<file path="src/rtl/ifmap_pkg.sv">
// Shared types and default widths for the IFmap row-writer path.
package ifmap_pkg;

    localparam int unsigned DEF_DATA_WIDTH     = 16;
    localparam int unsigned DEF_ADDR_WIDTH     = 4;
    localparam int unsigned DEF_ROW_ADDR_WIDTH = 3;

    function automatic int unsigned depth_of(input int unsigned width);
        return 32'd1 << width;
    endfunction

    localparam int unsigned DEF_DEPTH   = depth_of(DEF_ADDR_WIDTH);
    localparam int unsigned DEF_ROW_CAP = depth_of(DEF_ROW_ADDR_WIDTH);

    typedef enum logic [1:0] {
        IDLE     = 2'd0,
        FILL     = 2'd1,
        ERR_HOLD = 2'd2
    } fill_state_t;

endpackage

</file>
<file path="src/rtl/ifmap_row_tracker.sv">
// FIFO of committed row end addresses; the head entry bounds the next release.
module ifmap_row_tracker
    import ifmap_pkg::*;
#(
    parameter int unsigned ADDR_WIDTH     = DEF_ADDR_WIDTH,
    parameter int unsigned ROW_ADDR_WIDTH = DEF_ROW_ADDR_WIDTH
) (
    input  logic                      clk,
    input  logic                      rst,
    input  logic                      push,
    input  logic [ADDR_WIDTH-1:0]     push_end,
    input  logic                      pop,
    output logic [ROW_ADDR_WIDTH-1:0] wr_slot,
    output logic [ROW_ADDR_WIDTH:0]   count_c,
    output logic [ADDR_WIDTH-1:0]     oldest_end_c
);

    localparam int unsigned ROW_CAP = depth_of(ROW_ADDR_WIDTH);
    localparam int unsigned CW      = ROW_ADDR_WIDTH + 1;

    logic [ADDR_WIDTH-1:0] end_mem [ROW_CAP];
    logic [CW-1:0]         row_wptr;
    logic [CW-1:0]         row_rptr;

    // Callers guarantee push only below capacity and pop only when non-empty.
    always_ff @(posedge clk or negedge rst) begin
        if (!rst) begin
            row_wptr <= '0;
            row_rptr <= '0;
            for (int i = 0; i < int'(ROW_CAP); i++) begin
                end_mem[i] <= '0;
            end
        end else begin
            if (push) begin
                end_mem[row_wptr[ROW_ADDR_WIDTH-1:0]] <= push_end;
                row_wptr <= row_wptr + CW'(1);
            end
            if (pop) begin
                row_rptr <= row_rptr + CW'(1);
            end
        end
    end

    assign wr_slot      = row_wptr[ROW_ADDR_WIDTH-1:0];
    assign count_c      = row_wptr - row_rptr;
    assign oldest_end_c = end_mem[row_rptr[ROW_ADDR_WIDTH-1:0]];

endmodule

</file>
<file path="src/rtl/ifmap_row_writer.sv">
// Streams IFmap words into the circular scratchpad and publishes completed rows.
// Optional build macro ROW_LEN_CHECK_EN adds the sticky len_err row-length check.
module ifmap_row_writer
    import ifmap_pkg::*;
#(
    parameter int unsigned DATA_WIDTH     = DEF_DATA_WIDTH,
    parameter int unsigned ADDR_WIDTH     = DEF_ADDR_WIDTH,
    parameter int unsigned ROW_ADDR_WIDTH = DEF_ROW_ADDR_WIDTH,
    parameter int unsigned ROW_LEN        = 8
) (
    input  logic                      clk,
    input  logic                      rst,
    input  logic                      in_valid,
    input  logic [DATA_WIDTH-1:0]     in_data,
    input  logic                      in_last,
    output logic                      in_ready,
    output logic                      buf_wen,
    output logic [ADDR_WIDTH-1:0]     buf_waddr,
    output logic [DATA_WIDTH-1:0]     buf_wdata,
    output logic                      row_wen,
    output logic [ROW_ADDR_WIDTH-1:0] row_waddr,
    output logic [ADDR_WIDTH-1:0]     row_start,
    output logic [ADDR_WIDTH-1:0]     row_end,
    input  logic                      row_release,
    output logic [ROW_ADDR_WIDTH:0]   rows_avail,
    output logic                      buf_full,
`ifdef ROW_LEN_CHECK_EN
    output logic                      len_err,
`endif
    output logic                      err
);

    localparam int unsigned DEPTH   = depth_of(ADDR_WIDTH);
    localparam int unsigned ROW_CAP = depth_of(ROW_ADDR_WIDTH);
    localparam int unsigned PW      = ADDR_WIDTH + 1;
    localparam int unsigned RW      = ROW_ADDR_WIDTH + 1;

    fill_state_t               state;
    fill_state_t               state_next;
    logic                      run;
    logic [PW-1:0]             wptr;
    logic [PW-1:0]             tail;
    logic [PW-1:0]             used;
    logic [PW-1:0]             rel_len;
    logic [ADDR_WIDTH-1:0]     row_head;
    logic [ADDR_WIDTH-1:0]     oldest_end;
    logic [ROW_ADDR_WIDTH-1:0] wr_slot;
    logic                      accept;
    logic                      commit;
    logic                      first_word;
    logic                      overflow;
    logic                      release_ok;
    logic                      bad_release;

    assign used     = wptr - tail;
    assign buf_full = (used == PW'(DEPTH));

    // Oldest row always starts at tail, so its length follows from its end address.
    assign rel_len     = PW'(ADDR_WIDTH'(oldest_end - tail[ADDR_WIDTH-1:0])) + PW'(1);
    assign release_ok  = row_release && (rows_avail != '0);
    assign bad_release = row_release && (rows_avail == '0);

    ifmap_row_tracker #(
        .ADDR_WIDTH     (ADDR_WIDTH),
        .ROW_ADDR_WIDTH (ROW_ADDR_WIDTH)
    ) u_tracker (
        .clk          (clk),
        .rst          (rst),
        .push         (commit),
        .push_end     (wptr[ADDR_WIDTH-1:0]),
        .pop          (release_ok),
        .wr_slot      (wr_slot),
        .count_c      (rows_avail),
        .oldest_end_c (oldest_end)
    );

    always_ff @(posedge clk or negedge rst) begin
        if (!rst) begin
            state <= IDLE;
        end else begin
            state <= state_next;
        end
    end

    always_comb begin
        state_next = state;
        unique case (state)
            IDLE:     if (accept && !in_last) state_next = FILL;
            FILL: begin
                if (accept && in_last) begin
                    state_next = IDLE;
                end else if (overflow) begin
                    state_next = ERR_HOLD;
                end
            end
            ERR_HOLD: state_next = ERR_HOLD;
            default:  state_next = IDLE;
        endcase
    end

    // run keeps in_ready low while reset is held and for the first edge after it.
    always_comb begin
        in_ready   = run && !buf_full && (rows_avail < RW'(ROW_CAP)) && (state != ERR_HOLD);
        accept     = in_valid && in_ready;
        commit     = accept && in_last;
        first_word = (state == IDLE);
        overflow   = (state == FILL) && buf_full && (rows_avail == '0);
    end

    always_ff @(posedge clk or negedge rst) begin
        if (!rst) begin
            run       <= 1'b0;
            wptr      <= '0;
            tail      <= '0;
            row_head  <= '0;
            buf_wen   <= 1'b0;
            buf_waddr <= '0;
            buf_wdata <= '0;
            row_wen   <= 1'b0;
            row_waddr <= '0;
            row_start <= '0;
            row_end   <= '0;
            err       <= 1'b0;
        end else begin
            run     <= 1'b1;
            buf_wen <= accept;
            row_wen <= commit;
            if (accept) begin
                buf_waddr <= wptr[ADDR_WIDTH-1:0];
                buf_wdata <= in_data;
                wptr      <= wptr + PW'(1);
                if (first_word) begin
                    row_head <= wptr[ADDR_WIDTH-1:0];
                end
            end
            if (commit) begin
                row_waddr <= wr_slot;
                row_start <= first_word ? wptr[ADDR_WIDTH-1:0] : row_head;
                row_end   <= wptr[ADDR_WIDTH-1:0];
            end
            if (release_ok) begin
                tail <= tail + rel_len;
            end
            if (bad_release || overflow) begin
                err <= 1'b1;
            end
        end
    end

`ifdef ROW_LEN_CHECK_EN
    logic [PW-1:0] word_cnt;
    logic [PW-1:0] cnt_next;

    assign cnt_next = first_word ? PW'(1) : word_cnt + PW'(1);

    always_ff @(posedge clk or negedge rst) begin
        if (!rst) begin
            word_cnt <= '0;
            len_err  <= 1'b0;
        end else if (accept) begin
            word_cnt <= cnt_next;
            if (in_last && (cnt_next != PW'(ROW_LEN))) begin
                len_err <= 1'b1;
            end
        end
    end
`else
    if (ROW_LEN == 0) begin : g_row_len_check
        $error("ROW_LEN must be nonzero");
    end
`endif

endmodule

</file>
<file path="config.mk">
export PLATFORM = sky130hd
export DESIGN_NAME = ifmap_row_writer
export DESIGN_NICKNAME = d
export VERILOG_FILES = /design/src/rtl/ifmap_pkg.sv /design/src/rtl/ifmap_row_tracker.sv /design/src/rtl/ifmap_row_writer.sv
export SDC_FILE = /design/constraint.sdc
export NUM_CORES = 1
export LEC_CHECK = 0
export CORE_MARGIN = 5
export CORE_UTILIZATION = 50
export CTS_BUF_LIST = sky130_fd_sc_hd__clkbuf_16
export CTS_CLUSTER_SIZE = 30
export DETAILED_ROUTE_END_ITERATION = 12
export GPL_ROUTABILITY_DRIVEN = 1
export GPL_TIMING_DRIVEN = 1
export PLACE_DENSITY = 0.74
export SYNTH_ARGS = -nofsm -noshare
export SYNTH_HDL_FRONTEND = slang
export SYNTH_SLANG_ARGS = --single-unit
</file>
<file path="constraint.sdc">
create_clock -name clk -period 3.95 [get_ports clk]
set_input_delay 0.79 -clock clk [delete_from_list [all_inputs] [get_ports clk]]
set_output_delay 0.79 -clock clk [all_outputs]
set_load 0.03 [all_outputs]
</file>
## Word-level counts from Yosys, hierarchy flattened

Cells that the tools add are included.

- Flip-flop bits (word level): 91
- Input bits: 21
- Output and inout port bits: 40
- Word-level logic and storage cells: 72

- Add/subtract/negate cells: 8
- Order comparisons: 4
- Equal/unequal tests: 6
- Multiplexer cells: 11
- Bitwise logic cells: 2
- Reductions and logical operators: 18

Operators with widths:

| cell | number |
|---|---|
| $bwmux W32 | 1 |
| $mux W4 | 4 |
| $bmux W4 S3 | 1 |
| $demux W4 S3 | 1 |
| $logic_and A1 B1 Y1 | 11 |
| $add A4 B1 Y4 const B | 2 |
| $ge A4 B4 Y1 const B | 2 |
| $not A3 Y4 | 2 |
| $sub A4 B4 Y4 | 2 |
| $mux W2 | 3 |
| $pmux W2 S3 | 1 |
| $add A4 B1 Y5 const B | 1 |
| $add A5 B1 Y5 const B | 1 |
| $add A5 B5 Y5 | 1 |
| $eq A5 B5 Y1 const B | 1 |
| $sub A5 B5 Y5 | 1 |
| $logic_not A4 Y1 | 1 |
| $lt A4 B1 Y1 const B | 1 |
| $lt A4 B4 Y1 const B | 1 |
| $reduce_bool A4 Y1 | 1 |
| $ne A3 B3 Y1 const B | 1 |
| $eq A2 B1 Y1 const B | 1 |
| $eq A2 B2 Y1 const B | 1 |
| $logic_not A1 Y1 | 2 |
| other kinds (5) | 5 |

## Longest topological paths before layout

Gate-level depths: netlist of run 1.

- Depth in word-level cells: 10
- Gate-level depth with buffers: 13
- Gate-level depth less buffers: 12

## Hierarchy

Synthesis of run 1 repeated with hierarchy kept, for this count alone.

- Cells, all modules: 322
- Area total of the unflattened synthesis: 4370.4 µm²

Modules (own cells, without submodules):

| module | times used | cells an instance | area each (µm²) | seq. area each (µm²) |
|---|---|---|---|---|
| ifmap_row_writer | 1 | 183 | 2381.0 | 1276.2 |
| ifmap_row_tracker | 1 | 139 | 1989.4 | 1001.0 |

## Worst setup path before layout of run 1

OpenSTA, ideal clock, no wires.

- Kind: reg2out
- Start: reg u_tracker.row_rptr[1]
- End: out in_ready
- Data arrival time: 2.306 ns
- Data required time: 3.160 ns
- Setup slack: 0.854 ns
- Stages on the path, launching flop included: 9
- Buffers on the path: 2
- Cells stage by stage: dfrtp_1 > clkbuf_1 > inv_1 > ha_1 > and3b_1 > o21ai_0 > o211a_2 > buf_4 > and3_1

- Longest elaborated chain between the ends: 4

Ends and longest elaborated chain:

| what | RTL line | source |
|---|---|---|
| start: declaration | ifmap_row_tracker.sv:23 | `logic [CW-1:0] row_rptr;` |
| start signal: assignment | ifmap_row_tracker.sv:39 | `row_rptr <= row_rptr + CW'(1);` |
| $sub A4 B4 Y4 | ifmap_row_tracker.sv:45 | `assign count_c = row_wptr - row_rptr;` |
| $lt A4 B4 Y1 | ifmap_row_writer.sv:103 | `in_ready = run && !buf_full && (rows_avail < RW'(ROW_CAP)) && (state != ERR_HOLD);` |
| $logic_and A1 B1 Y1 (2 in a row) | ifmap_row_writer.sv:103 |  |
| end: declaration | ifmap_row_writer.sv:16 | `output logic in_ready,` |

Every way passes these cells.

## Worst setup path in the final report of run 1

- Start: reg wptr[3]
- End: out in_ready

- Longest elaborated chain between the ends: 6

Ends and longest elaborated chain:

| what | RTL line | source |
|---|---|---|
| start: declaration | ifmap_row_writer.sv:41 | `logic [PW-1:0] wptr;` |
| start signal: assignment | ifmap_row_writer.sv:131 | `wptr <= wptr + PW'(1);` |
| $sub A5 B5 Y5 | ifmap_row_writer.sv:55 | `assign used = wptr - tail;` |
| $eq A5 B5 Y1 | ifmap_row_writer.sv:56 | `assign buf_full = (used == PW'(DEPTH));` |
| $logic_not A1 Y1 | ifmap_row_writer.sv:103 |  |
| $logic_and A1 B1 Y1 (3 in a row) | ifmap_row_writer.sv:103 |  |

Every way passes these cells.

==> reports/results.ini, run 1 <==
[run_status]
status = finished clean

[logic_synthesis]
synth_edf_count = 0
yosys_warnings = 0
avgSynthCellArea_sq_um = 13.6
synth_flop_cell = dfrtp_1
synth_top_area_share_pct = 51.2
yosys-top-cells-area = dfrtp_1 51%, mux2_2 17%, ha_1 4.8%
ys_seq_area_share_pct = 51.2
yosysTopAreaCell = dfrtp_1
synthArstFlopShare_pct = 100
syn_inst = 327
syn-num-nets = 368
yosysUniqueCellTypes = 46
ys_ff_latch = 91
syn-cell-area_sq_um = 4450
synth_most_common_cell = dfrtp_1
synth_common_cells = 91 x dfrtp_1, 67 x mux2_2, 20 x nand2_1

[cts]
cts_tree = done
cts-root-buf = clkbuf_16
cts_setup_buffers = 0
path_clk_slew_ns = 0.07
clk_latency_ns = 0.34
cts_sinks = 91
cts_resized = 0
ctsHoldBuffers = 0
cts_max_path_buffers = 2
htreeDepth = 3
cts_buffers = 9

[setup_path]
startpoint_type = flip-flop
path_buf_inv = 1
critPathKind = reg2out
crit_chain = ha_1, nor4bb_1, mux2i_1, o211a_2, and3_1, clkdlybuf4s50_1
worstPathMaxFanout = 15
crit_family = flip-flops
cp_slowest_cell = dfrtp_1
cpPeakStageDelay_ns = 0.70
worst_setup_path_end_kind = output port
arrival_ns = 2.93
worstPathRequired_ns = 3.16

[power]
p_sw_mw = 2.26
power_frac_seq_pct = 29.4
ir_drop_v = 0.000423
p_int_mw = 3.37
power_frac_comb_pct = 54.0
p_clk_share_pct = 16.6
switching_share_pct = 40.2
leakagePower_nw = 2.55
p_per_area_nw_per_um2 = 1030

[global_route]
grt_max_degree = 53
first_global_vias = 3003
grt_usage_pct = 18.0
grt_overflow_total = 0
grt_pass1_wl_mm = 15.7
antenna_found_initial = 0

[timing]
max_freq_ghz = 0.269
fin_crit_sh_pct = 94.1
rsz0062_at_grt = no
worst_pin_slew_ns = 0.658
fin_skew_ns = 0.00687
setup_tns_ns = 0
relSlewSlack_pct = 56.1
period_minus_slack_ns = 3.72
hold_viol_final = 0
maxSlewViolCount = 0
setup_violations = 0

[route]
remaining_drc_errors = 0
vias = 2772
first_pass_iters = 4
wirelength_mm = 9.22
vias_per_cell = 5.48
ant_nets = 0
drt_iter0_drc = 135
wl_per_cell_um = 18.2

[place]
portBuffers = 60
gp_congestion = 0.842
placed_cell_area_sq_um = 5170
dp.final_hpwl_mm = 6.64

[flow_run]
maxCapViolCount = 0

[finish]
final_layout_size_suffix_gt1_share_pct = 28.4
area_delta_synth_final_pct = 23.5
design_area_sq_um = 5490
antennaDiodeCount = 0
nets = 434

[hold_path]
hold_path.class = reg2reg

[die]
initial_core_util_pct = 51.3
die_y_um = 104
io_pins = 61
rows = 34
core_area_sq_um = 8680
die_w_um = 104
dieArea_sq_um = 10900

power groups by stage:
stage                     sequential, mW  combinational [mW]  clock, mW
after floorplan                     1.89                1.87          0
after global placement              1.65                2.97          0
after detailed placement            1.67                3.06          0
after CTS                           1.65                3.08      0.961
after global routing                1.71                3.31      0.992
final                               1.65                3.04      0.934
sequential cells by signal, summed over array words and instances, names as in the netlist, 2 cells and up:
register / cells
u_tracker.end_mem: 32
buf_wdata: 16
tail: 5
wptr: 5
buf_waddr: 4
row_end: 4
row_head: 4
row_start: 4
u_tracker.row_rptr: 4
u_tracker.row_wptr: 4
row_waddr: 3
state: 2
worst paths after layout:
kind / from / to / slack (ns) / cells after the start
worst min-delay path: err / err / 0.47 / 1
min in group asynchronous: rst / u_tracker.end_mem[1] / 0.48 / 1
max in group asynchronous: rst / row_head[1] / 2.74 / 2
worst min register to register: err / err / 0.47 / 1
worst max-delay path: wptr[3] / in_ready / 0.23 / 6
worst max register to register: u_tracker.row_rptr[0] / tail[4] / 0.66 / 12
area by class of cell:
cell class	count	area (sq um)
multi-input combinational	206	2040
timing repair buffer	67	651
sequential	91	2280
tap	108	135
clock inverter	7	100
inverter	18	67.6
fill	662	3190
clock buffer	9	225
cells by family (layout without fill, tap and decap cells):
group	count (synthesis)	after routing	synth area share (%)
AO/OA/AOI/OAI	20	20	3.57
flip-flops	91	91	51.2
XOR/XNOR	21	21	4.13
buffers and inverters	30	101	3.04
adder cells (fa/ha/maj)	20	20	6.13
multiplexers	85	85	24.0
other	1	1	0.0843
AND/OR/NAND/NOR	59	59	7.82
per-stage QoR:
step                      worst slack, ns  utilization [%]  hold slack (ns)  total power, mW  std cells
after CTS                           0.243             63.3            0.472             5.69        506
final                               0.233             63.3            0.469             5.63        506
after floorplan                     0.854                -            0.462             3.76        327
after global placement              0.656             59.5            0.457             4.62        490
after detailed placement            0.639             59.5            0.456             4.72        490
after global routing               0.0770             63.3            0.492             6.01        506
metal layers:
layer	vias to the layer above	global-route usage (%)	part of all wire [%]	routed length, um
met5	-	0	0	0
met4	0	6.01	1.4	127
met3	12	4.41	4.3	397
met2	62	29.6	51	4730
met1	1407	23.1	43	3970
li1	1291	-	-	-
cells in the final DEF (no fill, tap or decap), types with 2 or more instances in the layout:
cell type / instances
buf_4: 8
and4_1: 2
nor2b_1: 2
bufinv_16: 2
mux2_4: 7
a31o_2: 2
ha_1: 17
nor2_1: 9
nand3_1: 4
a21o_1: 4
inv_6: 2
fa_1: 3
clkdlybuf4s50_1: 59
xor2_1: 7
and3_1: 3
mux4_2: 8
nand4_1: 2
dfrtp_1: 91
nand2_1: 20
inv_1: 19
a21oi_1: 3
nor3_1: 3
mux2_2: 67
and4bb_1: 2
clkbuf_16: 9
o21ai_0: 5
mux2i_1: 3
xnor2_1: 14
(Power assumes the default switching activity.)
==> run 2, diff against run 1 <==
- CAP_MARGIN: default -> 25
==> results of run 2 <==
No change in the layout: final DEF, timing and power equal those of run 1.
==> run 3, diff against run 2 <==
- SETUP_SLACK_MARGIN: default -> 0.05
==> results of run 3 <==
No change in the layout: final DEF, timing and power equal those of run 1.
